### config.mk
export PLATFORM = sky130hd
export DESIGN_NAME = reset_sequencer
export DESIGN_NICKNAME = d
export VERILOG_FILES = /design/src/rtl/reset_sequencer_pkg.sv /design/src/rtl/reset_sequencer_key_debouncer.sv /design/src/rtl/reset_sequencer.sv
export SDC_FILE = /design/constraint.sdc
export NUM_CORES = 1
export LEC_CHECK = 0
export CORE_ASPECT_RATIO = 0.8
export CORE_MARGIN = 2
export CORE_UTILIZATION = 50
export CTS_CLUSTER_DIAMETER = 100
export CTS_CLUSTER_SIZE = 28
export DETAILED_ROUTE_END_ITERATION = 7
export DONT_BUFFER_PORTS = 1
export PLACE_DENSITY = 0.74
export SKIP_CTS_REPAIR_TIMING = 1
export SLEW_MARGIN = 15
export SYNTH_ARGS = -nofsm -noshare
export SYNTH_HDL_FRONTEND = slang
export SYNTH_HIERARCHICAL = 1
export SYNTH_SLANG_ARGS = --single-unit
### constraint.sdc
create_clock -name CLK -period 2.3 [get_ports CLK]
set_clock_uncertainty 0.15 [all_clocks]
set_input_delay 0.46 -clock CLK [delete_from_list [all_inputs] [get_ports CLK]]
set_output_delay 0.46 -clock CLK [all_outputs]
set_load 0.03 [all_outputs]
### src/rtl/reset_sequencer_pkg.sv
// Shared types and helpers for the SBC6502 reset sequencer.
package reset_sequencer_pkg;

  typedef enum logic [2:0] {
    ST_POR       = 3'd0,
    ST_RUN       = 3'd1,
    ST_PRESS     = 3'd2,
    ST_WARM      = 3'd3,
    ST_COLD_HOLD = 3'd4,
    ST_COLD_TAIL = 3'd5,
    ST_WAIT_REL  = 3'd6
  } state_t;

  // Convert a time in microseconds into system clock cycles.
  function automatic int unsigned us_to_cycles(input int unsigned us, input int unsigned mhz);
    return us * mhz;
  endfunction

  // Largest of four cycle counts; sizes the shared timer.
  function automatic int unsigned max4(input int unsigned a, input int unsigned b,
                                       input int unsigned c, input int unsigned d);
    int unsigned m;
    m = a;
    if (b > m) m = b;
    if (c > m) m = c;
    if (d > m) m = d;
    return m;
  endfunction

endpackage

### src/rtl/reset_sequencer_key_debouncer.sv
// Two-flop synchroniser plus stability counter for an active-low pushbutton.
// level follows the synchronised input only after CYCLES consecutive samples
// of the new value; fall/rise are one-cycle strobes on each accepted change.
module key_debouncer #(
  parameter int unsigned CYCLES = 500000
) (
  input  logic clk,
  input  logic rst_n,
  input  logic din,
  output logic level,
  output logic fall,
  output logic rise
);

  localparam int unsigned CW = $clog2(CYCLES) + 1;

  logic          meta;
  logic          sync;
  logic [CW-1:0] cnt;

  // Synchronise the raw input; idles at the released (high) level.
  always_ff @(posedge clk or negedge rst_n) begin
    if (!rst_n) begin
      meta <= 1'b1;
      sync <= 1'b1;
    end else begin
      meta <= din;
      sync <= meta;
    end
  end

  // Count consecutive differing samples; any sample matching level restarts.
  always_ff @(posedge clk or negedge rst_n) begin
    if (!rst_n) begin
      level <= 1'b1;
      cnt   <= '0;
      fall  <= 1'b0;
      rise  <= 1'b0;
    end else begin
      fall <= 1'b0;
      rise <= 1'b0;
      if (sync == level) begin
        cnt <= '0;
      end else if (cnt == CW'(CYCLES - 1)) begin
        level <= sync;
        cnt   <= '0;
        fall  <= ~sync;
        rise  <= sync;
      end else begin
        cnt <= cnt + CW'(1);
      end
    end
  end

endmodule

### src/rtl/reset_sequencer.sv
// Board reset sequencer: power-on/lock-loss cold reset, short-press warm
// reset and long-press cold reset for the SBC6502 CPU board.
module reset_sequencer
  import reset_sequencer_pkg::*;
#(
  parameter int unsigned SYSCLK_MHZ    = 50,
  parameter int unsigned DEBOUNCE_US   = 10000,
  parameter int unsigned LONG_PRESS_US = 2000000,
  parameter int unsigned PULSE_US      = 100,
  parameter int unsigned POR_US        = 1000
) (
  input  logic CLK,
  input  logic RESET_,
  input  logic KEY_,
  input  logic PLL_LOCKED,
  output logic COLD_RESET_,
  output logic WARM_RESET_,
  output logic RST_BUSY,
  output logic LONG_HELD
);

  localparam int unsigned DB_C    = us_to_cycles(DEBOUNCE_US, SYSCLK_MHZ);
  localparam int unsigned LONG_C  = us_to_cycles(LONG_PRESS_US, SYSCLK_MHZ);
  localparam int unsigned PULSE_C = us_to_cycles(PULSE_US, SYSCLK_MHZ);
  localparam int unsigned POR_C   = us_to_cycles(POR_US, SYSCLK_MHZ);
  localparam int unsigned MAX_C   = max4(DB_C, LONG_C, PULSE_C, POR_C);
  localparam int unsigned TW      = $clog2(MAX_C) + 1;

  logic          lock_m;
  logic          lock_s;
  logic          key_level;
  logic          key_press;
  logic          key_release;
  state_t        state;
  state_t        state_next;
  logic [TW-1:0] t;
  logic [TW-1:0] t_next;
  logic          cold_d;
  logic          warm_d;
  logic          long_d;

  // PLL lock synchroniser; resets to "not locked".
  always_ff @(posedge CLK or negedge RESET_) begin
    if (!RESET_) begin
      lock_m <= 1'b0;
      lock_s <= 1'b0;
    end else begin
      lock_m <= PLL_LOCKED;
      lock_s <= lock_m;
    end
  end

  key_debouncer #(
    .CYCLES(DB_C)
  ) u_key (
    .clk  (CLK),
    .rst_n(RESET_),
    .din  (KEY_),
    .level(key_level),
    .fall (key_press),
    .rise (key_release)
  );

  // State and shared timer registers.
  always_ff @(posedge CLK or negedge RESET_) begin
    if (!RESET_) begin
      state <= ST_POR;
      t     <= '0;
    end else begin
      state <= state_next;
      t     <= t_next;
    end
  end

  // Next state; timer restarts at zero on every transition and lock loss wins.
  always_comb begin
    state_next = state;
    t_next     = '0;
    if (!lock_s) begin
      state_next = ST_POR;
    end else begin
      case (state)
        ST_POR: begin
          if (t == TW'(POR_C - 1)) state_next = ST_RUN;
          else                     t_next     = t + TW'(1);
        end
        ST_RUN: begin
          if (key_press) state_next = ST_PRESS;
        end
        ST_PRESS: begin
          if (key_level)                 state_next = ST_WARM;
          else if (t == TW'(LONG_C - 1)) state_next = ST_COLD_HOLD;
          else                           t_next     = t + TW'(1);
        end
        ST_WARM: begin
          if (t == TW'(PULSE_C - 1)) state_next = key_level ? ST_RUN : ST_WAIT_REL;
          else                       t_next     = t + TW'(1);
        end
        ST_COLD_HOLD: begin
          if (key_release) state_next = ST_COLD_TAIL;
        end
        ST_COLD_TAIL: begin
          if (t == TW'(PULSE_C - 1)) state_next = ST_RUN;
          else                       t_next     = t + TW'(1);
        end
        ST_WAIT_REL: begin
          if (key_level) state_next = ST_RUN;
        end
        default: state_next = ST_POR;
      endcase
    end
  end

  // Output decode from the upcoming state so outputs change with the state.
  always_comb begin
    cold_d = 1'b1;
    warm_d = 1'b1;
    long_d = 1'b0;
    case (state_next)
      ST_POR, ST_COLD_TAIL: begin
        cold_d = 1'b0;
        warm_d = 1'b0;
      end
      ST_COLD_HOLD: begin
        cold_d = 1'b0;
        warm_d = 1'b0;
        long_d = 1'b1;
      end
      ST_WARM: warm_d = 1'b0;
      default: ;
    endcase
  end

  // Registered, glitch-free outputs.
  always_ff @(posedge CLK or negedge RESET_) begin
    if (!RESET_) begin
      COLD_RESET_ <= 1'b0;
      WARM_RESET_ <= 1'b0;
      RST_BUSY    <= 1'b1;
      LONG_HELD   <= 1'b0;
    end else begin
      COLD_RESET_ <= cold_d;
      WARM_RESET_ <= warm_d;
      RST_BUSY    <= ~(cold_d & warm_d);
      LONG_HELD   <= long_d;
    end
  end

endmodule
### After elaboration in Yosys (flattened, before gate mapping)

Index checks and enable logic that the tools add are counted.
W data, S select, Z words.

| storage, ports and cells | value |
|---|---|
| register bits | 62 |
| logic and storage cells | 66 |
| output and inout port bits | 4 |
| input bits | 4 |

| operators by class | value |
|---|---|
| equality and inequality tests | 14 |
| reduce and logical (&&, ||, !) cells | 6 |
| add/subtract/negate cells | 2 |
| muxes and demuxes | 26 |
| bitwise operators | 4 |

Operator list:

| kind | number |
|---|---|
| $mux W28 | 5 |
| $pmux W28 S3 | 1 |
| $mux W20 | 2 |
| $mux W3 | 10 |
| $add A28 B1 Y28 const B | 1 |
| $eq A28 B13 Y1 const B | 1 |
| $eq A28 B16 Y1 const B | 1 |
| $eq A28 B27 Y1 const B | 1 |
| $pmux W3 S7 | 1 |
| $add A20 B1 Y20 const B | 1 |
| $eq A20 B19 Y1 const B | 1 |
| $eq A3 B3 Y1 const B | 5 |
| $eq A3 B2 Y1 const B | 3 |
| $mux W1 | 7 |
| $logic_not A3 Y1 | 2 |
| $reduce_or A4 Y1 | 1 |
| $eq A3 B1 Y1 const B | 1 |
| $not A1 Y1 | 3 |
| $reduce_or A3 Y1 | 1 |
| $reduce_and A2 Y1 | 1 |
| $reduce_or A2 Y1 | 1 |
| $and A1 B1 Y1 | 1 |
| $eq A1 B1 Y1 | 1 |

### Logic depth before layout (Yosys ltp)

| depth | value |
|---|---|
| depth in word-level cells | 10 |
| depth in mapped cells | 9 |
| depth with buffers taken out | 7 |

### By module

Netlist, hierarchy kept.

Modules (own cells, without submodules):

| module | cells an instance | seq. area each (µm²) | times used | area an instance (µm²) |
|---|---|---|---|---|
| reset_sequencer | 211 | 927.1 | 1 | 1984.4 |
| key_debouncer | 115 | 629.4 | 1 | 1222.4 |

### Worst setup path after synthesis

Ideal clock, no wire load.

| timing | value |
|---|---|
| path kind | reg-to-reg |
| start point | reg t[0] |
| end point | reg WARM_RESET_ |
| setup time | 120 ps |
| cell stages (with the launch flop) | 9 |
| required time | 2030 ps |
| path buffers | 1 |
| arrival time | 1959 ps |
| setup slack | 71 ps |
| period minus slack after synthesis | 2229 ps |
| cells stage by stage | dfrtp_1 > ha_1 > and4_1 > buf_2 > nand3_1 > nor4_1 > o31a_1 > or3_1 > and3_1 |

| on the way | value |
|---|---|
| cells in the longest elaborated chain, start to end | 8 |
| elaborated cells on any way between the ends | 16 |
| those cells by class | 6 x eq/ne; 8 x mux; 2 x reduce/logical |

Ends and longest elaborated chain:

| item | RTL line | text |
|---|---|---|
| start, declared | reset_sequencer.sv:36 | `logic [TW-1:0] t;` |
| start signal, assigned | reset_sequencer.sv:71 | `t <= t_next;` |
| $eq A28 B27 Y1 | reset_sequencer.sv:92 | `else if (t == TW'(LONG_C - 1)) state_next = ST_COLD_HOLD;` |
| $mux W3 | reset_sequencer.sv:92 |  |
| $mux W3 | reset_sequencer.sv:91 | `if (key_level) state_next = ST_WARM;` |
| $pmux W3 S7 * | reset_sequencer.sv:82 | `case (state)` |
| $mux W3 * | reset_sequencer.sv:79 | `if (!lock_s) begin` |
| $eq A3 B3 Y1, or another cell as far along | reset_sequencer.sv:119 | `case (state_next)` |
| $reduce_or A4 Y1 (no source line) * | -- |  |
| $mux W1 * | reset_sequencer.sv:119 |  |
| via warm_d | reset_sequencer.sv:39 | `logic warm_d;` |
| end signal, assigned | reset_sequencer.sv:143 | `WARM_RESET_ <= warm_d;` |
| end, declared | reset_sequencer.sv:17 | `output logic WARM_RESET_,` |

The timed path passes the listed nets; every way through them passes the cells marked *.
A chain may end at the register's enable or synchronous reset.

### Worst setup path in the final report

| timing | value |
|---|---|
| start point | reg t[12] |
| end point | reg t[21] |

| on the way | value |
|---|---|
| cells in the longest elaborated chain, start to end | 5 |
| elaborated cells on any way between the ends | 10 |
| those cells by class | 1 x add/sub; 3 x eq/ne; 6 x mux |

Ends and longest elaborated chain:

| item | RTL line | text |
|---|---|---|
| $add A28 B1 Y28 / $eq A28 B27 Y1 (equally long branches) | -- |  |
| $mux W28 | reset_sequencer.sv:92 |  |
| $mux W28 | reset_sequencer.sv:91 |  |
| $pmux W28 S3 * | reset_sequencer.sv:82 |  |
| $mux W28 * | reset_sequencer.sv:79 |  |
| via t_next[21] | reset_sequencer.sv:37 | `logic [TW-1:0] t_next;` |

Marks and branches as above.

==> impl_metrics.ini <==
[setup_path]
endpoint = t[21]
cp-start-kind = register
worstPathCellList = nand2b_1, or4_4, o31ai_4, a21oi_2, o21ai_4, clkbuf_16, nor2_1
path_max_fanout = 7
worstPathArrival_ns = 2.32
cp-startpoint = t[12]
reg2reg_depth = 7
worstReg2RegEnd = t[21]
max_stage_delay_ns = 0.55
critPathKind = reg2reg
cp_top_family = simple AND/OR/NAND/NOR gates
cp_slowest_cell = or4_4
rr_startpoint = t[12]
timing.critical_path.buf_inv = 1
cp.depth = 7
crit_path_end_kind = register
r2r_slack_ns = 0.05
crit_required_ns = 2.37

[timing]
fin_tns_setup_ns = 0
min_period_over_period_pct = 97.7
maxSlewHeadroom_pct = 75.4
worst_pin_slew_ns = 0.364
fin_ws_ns = 0.0520
fmax_mhz = 445
hold_ws_ns = 0.199
period_needed_ns = 2.25
setup_viol = 0
final_max_slew_viol_count = 0
hold_viol_final = 0

[clock_tree]
cts_tree = yes
clkLatencyLatePin_ns = 0.33
htreeDepth = 3
clockBufferDepth = 2
clock_sinks = 62
cts_root_buf = clkbuf_8
cts_inserted_buffers = 9
path_clk_slew_ns = 0.06

[detailed_routing]
ant_nets = 0
avgViaCountPerCell = 5.64
vias = 2469
firstDrtPassIters = 4
drc = 0
avgRoutedWirePerCell_um = 15.7
totalWireLength_um = 6860
drt_iter0_drc = 177

[synthesis]
synth_nets = 332
synth_xor_xnor_area_share_pct = 11.2
synth_cell_types = 49
synth_enable_flop_cells = 0
seq_area_frac_synth_pct = 48.5
synth_common_cells = 61 x nor2_1, 58 x dfrtp_1, 23 x nand3_1, 23 x xnor2_1, 20 x nand2_1
ys_top_cells_by_area = dfrtp_1 45%, nor2_1 7.1%, xnor2_1 6.3%
synth_top_area_cell = dfrtp_1
synth_cells = 326
muxShareOfSynthArea_pct = 0.351
synth_compound_gate_area_share_pct = 5.81
avgSynthCellArea_um2 = 9.84
synthSimpleGateAreaFrac_pct = 30.2
yosys_most_used_dff = dfrtp_1
synthesis.area_um2 = 3210
yosys.cell_count.top_type = nor2_1
synth-adder-area-share_pct = 0.780
synth_top_family_by_area = simple AND/OR/NAND/NOR gates
synth_warnings = 6
ys_async_sr_fraction_pct = 100
synth_seq_cells = 62
synth_top_area_share_pct = 45.3

[placement]
post-dp-hpwl_um = 4290
place_inst = 413
dpl_worst_slack_ns = -0.0712
place.gp.congestion = 0.838
numPortBuffers = 0

[die]
design.portCount = 8
die-area_um2 = 7070
start_util_pct = 50.8
core_area_um2 = 6310
dieHeight_um = 75.6
die_w_um = 93.5
num_rows = 26

[cells_and_area]
area_delta_synth_final_pct = 18.4
top_regs = t (28), u_key/cnt (20), state (3)
largest_reg_flops = 28
regMostFlops = t
layout.nets = 355
drive_gt1_share_pct = 17.2
diodes = 0
instances_no_fill = 438

[run]
cap_violations = 0

[worst_hold_path]
hold_path_class = reg2reg

[grt]
grt_pass1_wl_um = 10300
grt_max_degree = 63
antenna_found_initial = 0
grt_pass1_vias = 2139
track_usage_pct = 19.1
overflow = 0

[power]
p_per_area_nw_per_um2 = 589
power_leakage_nw = 1.56
finalPower_mw = 2.24
peakVddDrop_mv = 0.357

[status]
status = complete, no violations
==> layout make-up <==
| class | count | area (um^2) |
|---|---|---|
| multi-input combinational | 244 | 1660 |
| clock buffer | 12 | 145 |
| inverter | 11 | 41.3 |
| sequential | 62 | 1560 |
| timing repair buffer | 21 | 219 |
| fill | 548 | 2510 |
| clock inverter | 4 | 70.1 |
| tap | 84 | 105 |
==> how the worst min path moves through the flow <==
stage | startpoint | cells after the start | end | slack (ns)
CTS | RESET_ | 0 | u_key/cnt[10] | -0.35
finish | lock_m | 0 | lock_s | 0.20
detailed placement | RESET_ | 0 | WARM_RESET_ | 0.02
global placement | RESET_ | 0 | u_key/cnt[0] | 0.02
global route | u_key/meta | 0 | u_key/sync | 0.22
floorplan | RESET_ | 0 | COLD_RESET_ | 0.01
==> per-stage QoR <==
step           instance area [um^2]  util [%]
5_1_grt                        3800      60.2
3_5_place_dp                   3350      53.2
6_report                       3800      60.2
3_3_place_gp                   3350      53.2
2_1_floorplan                  3210         -
4_1_cts                        3570      56.6
==> cells by family after synthesis <==
| family | after synthesis |
|---|---|
| and+or+nand+nor | 174 |
| muxes | 1 |
| DFF | 62 |
| buffers and inverters | 20 |
| adders and majority gates | 2 |
| AOI/OAI and AO/OA | 26 |
| xor gates and xnor gates | 41 |
==> cells in the final DEF (no fill, tap or decap), drive strengths merged, types with 10 or more instances in the layout <==
cell type  netlist  routed
nor2            61      61
nor4            10      10
nand3           24      24
nand4           13      13
buf              6      17
dfrtp           58      58
nand2           20      20
xnor2           23      23
inv             11      11
clkbuf           3      13
xor2            18      18
==> where the power goes <==
| part | switching, mW | internal [mW] | total (mW) |
|---|---|---|---|
| Clock | 0.398 | 0.637 | 1.03 |
| Combinational | 0.0505 | 0.0315 | 0.0819 |
| Sequential | 0.0153 | 1.10 | 1.12 |
==> per-layer routing <==
metal,up-vias,share of wire [%],track usage [%]
met4,0,1.7,7.89
met5,-,0,0
met2,71,45,26.9
met3,13,6.7,4.95
li1,1187,-,-
met1,1198,47,28.2
No activity file was read; power rests on OpenSTA's default activity.
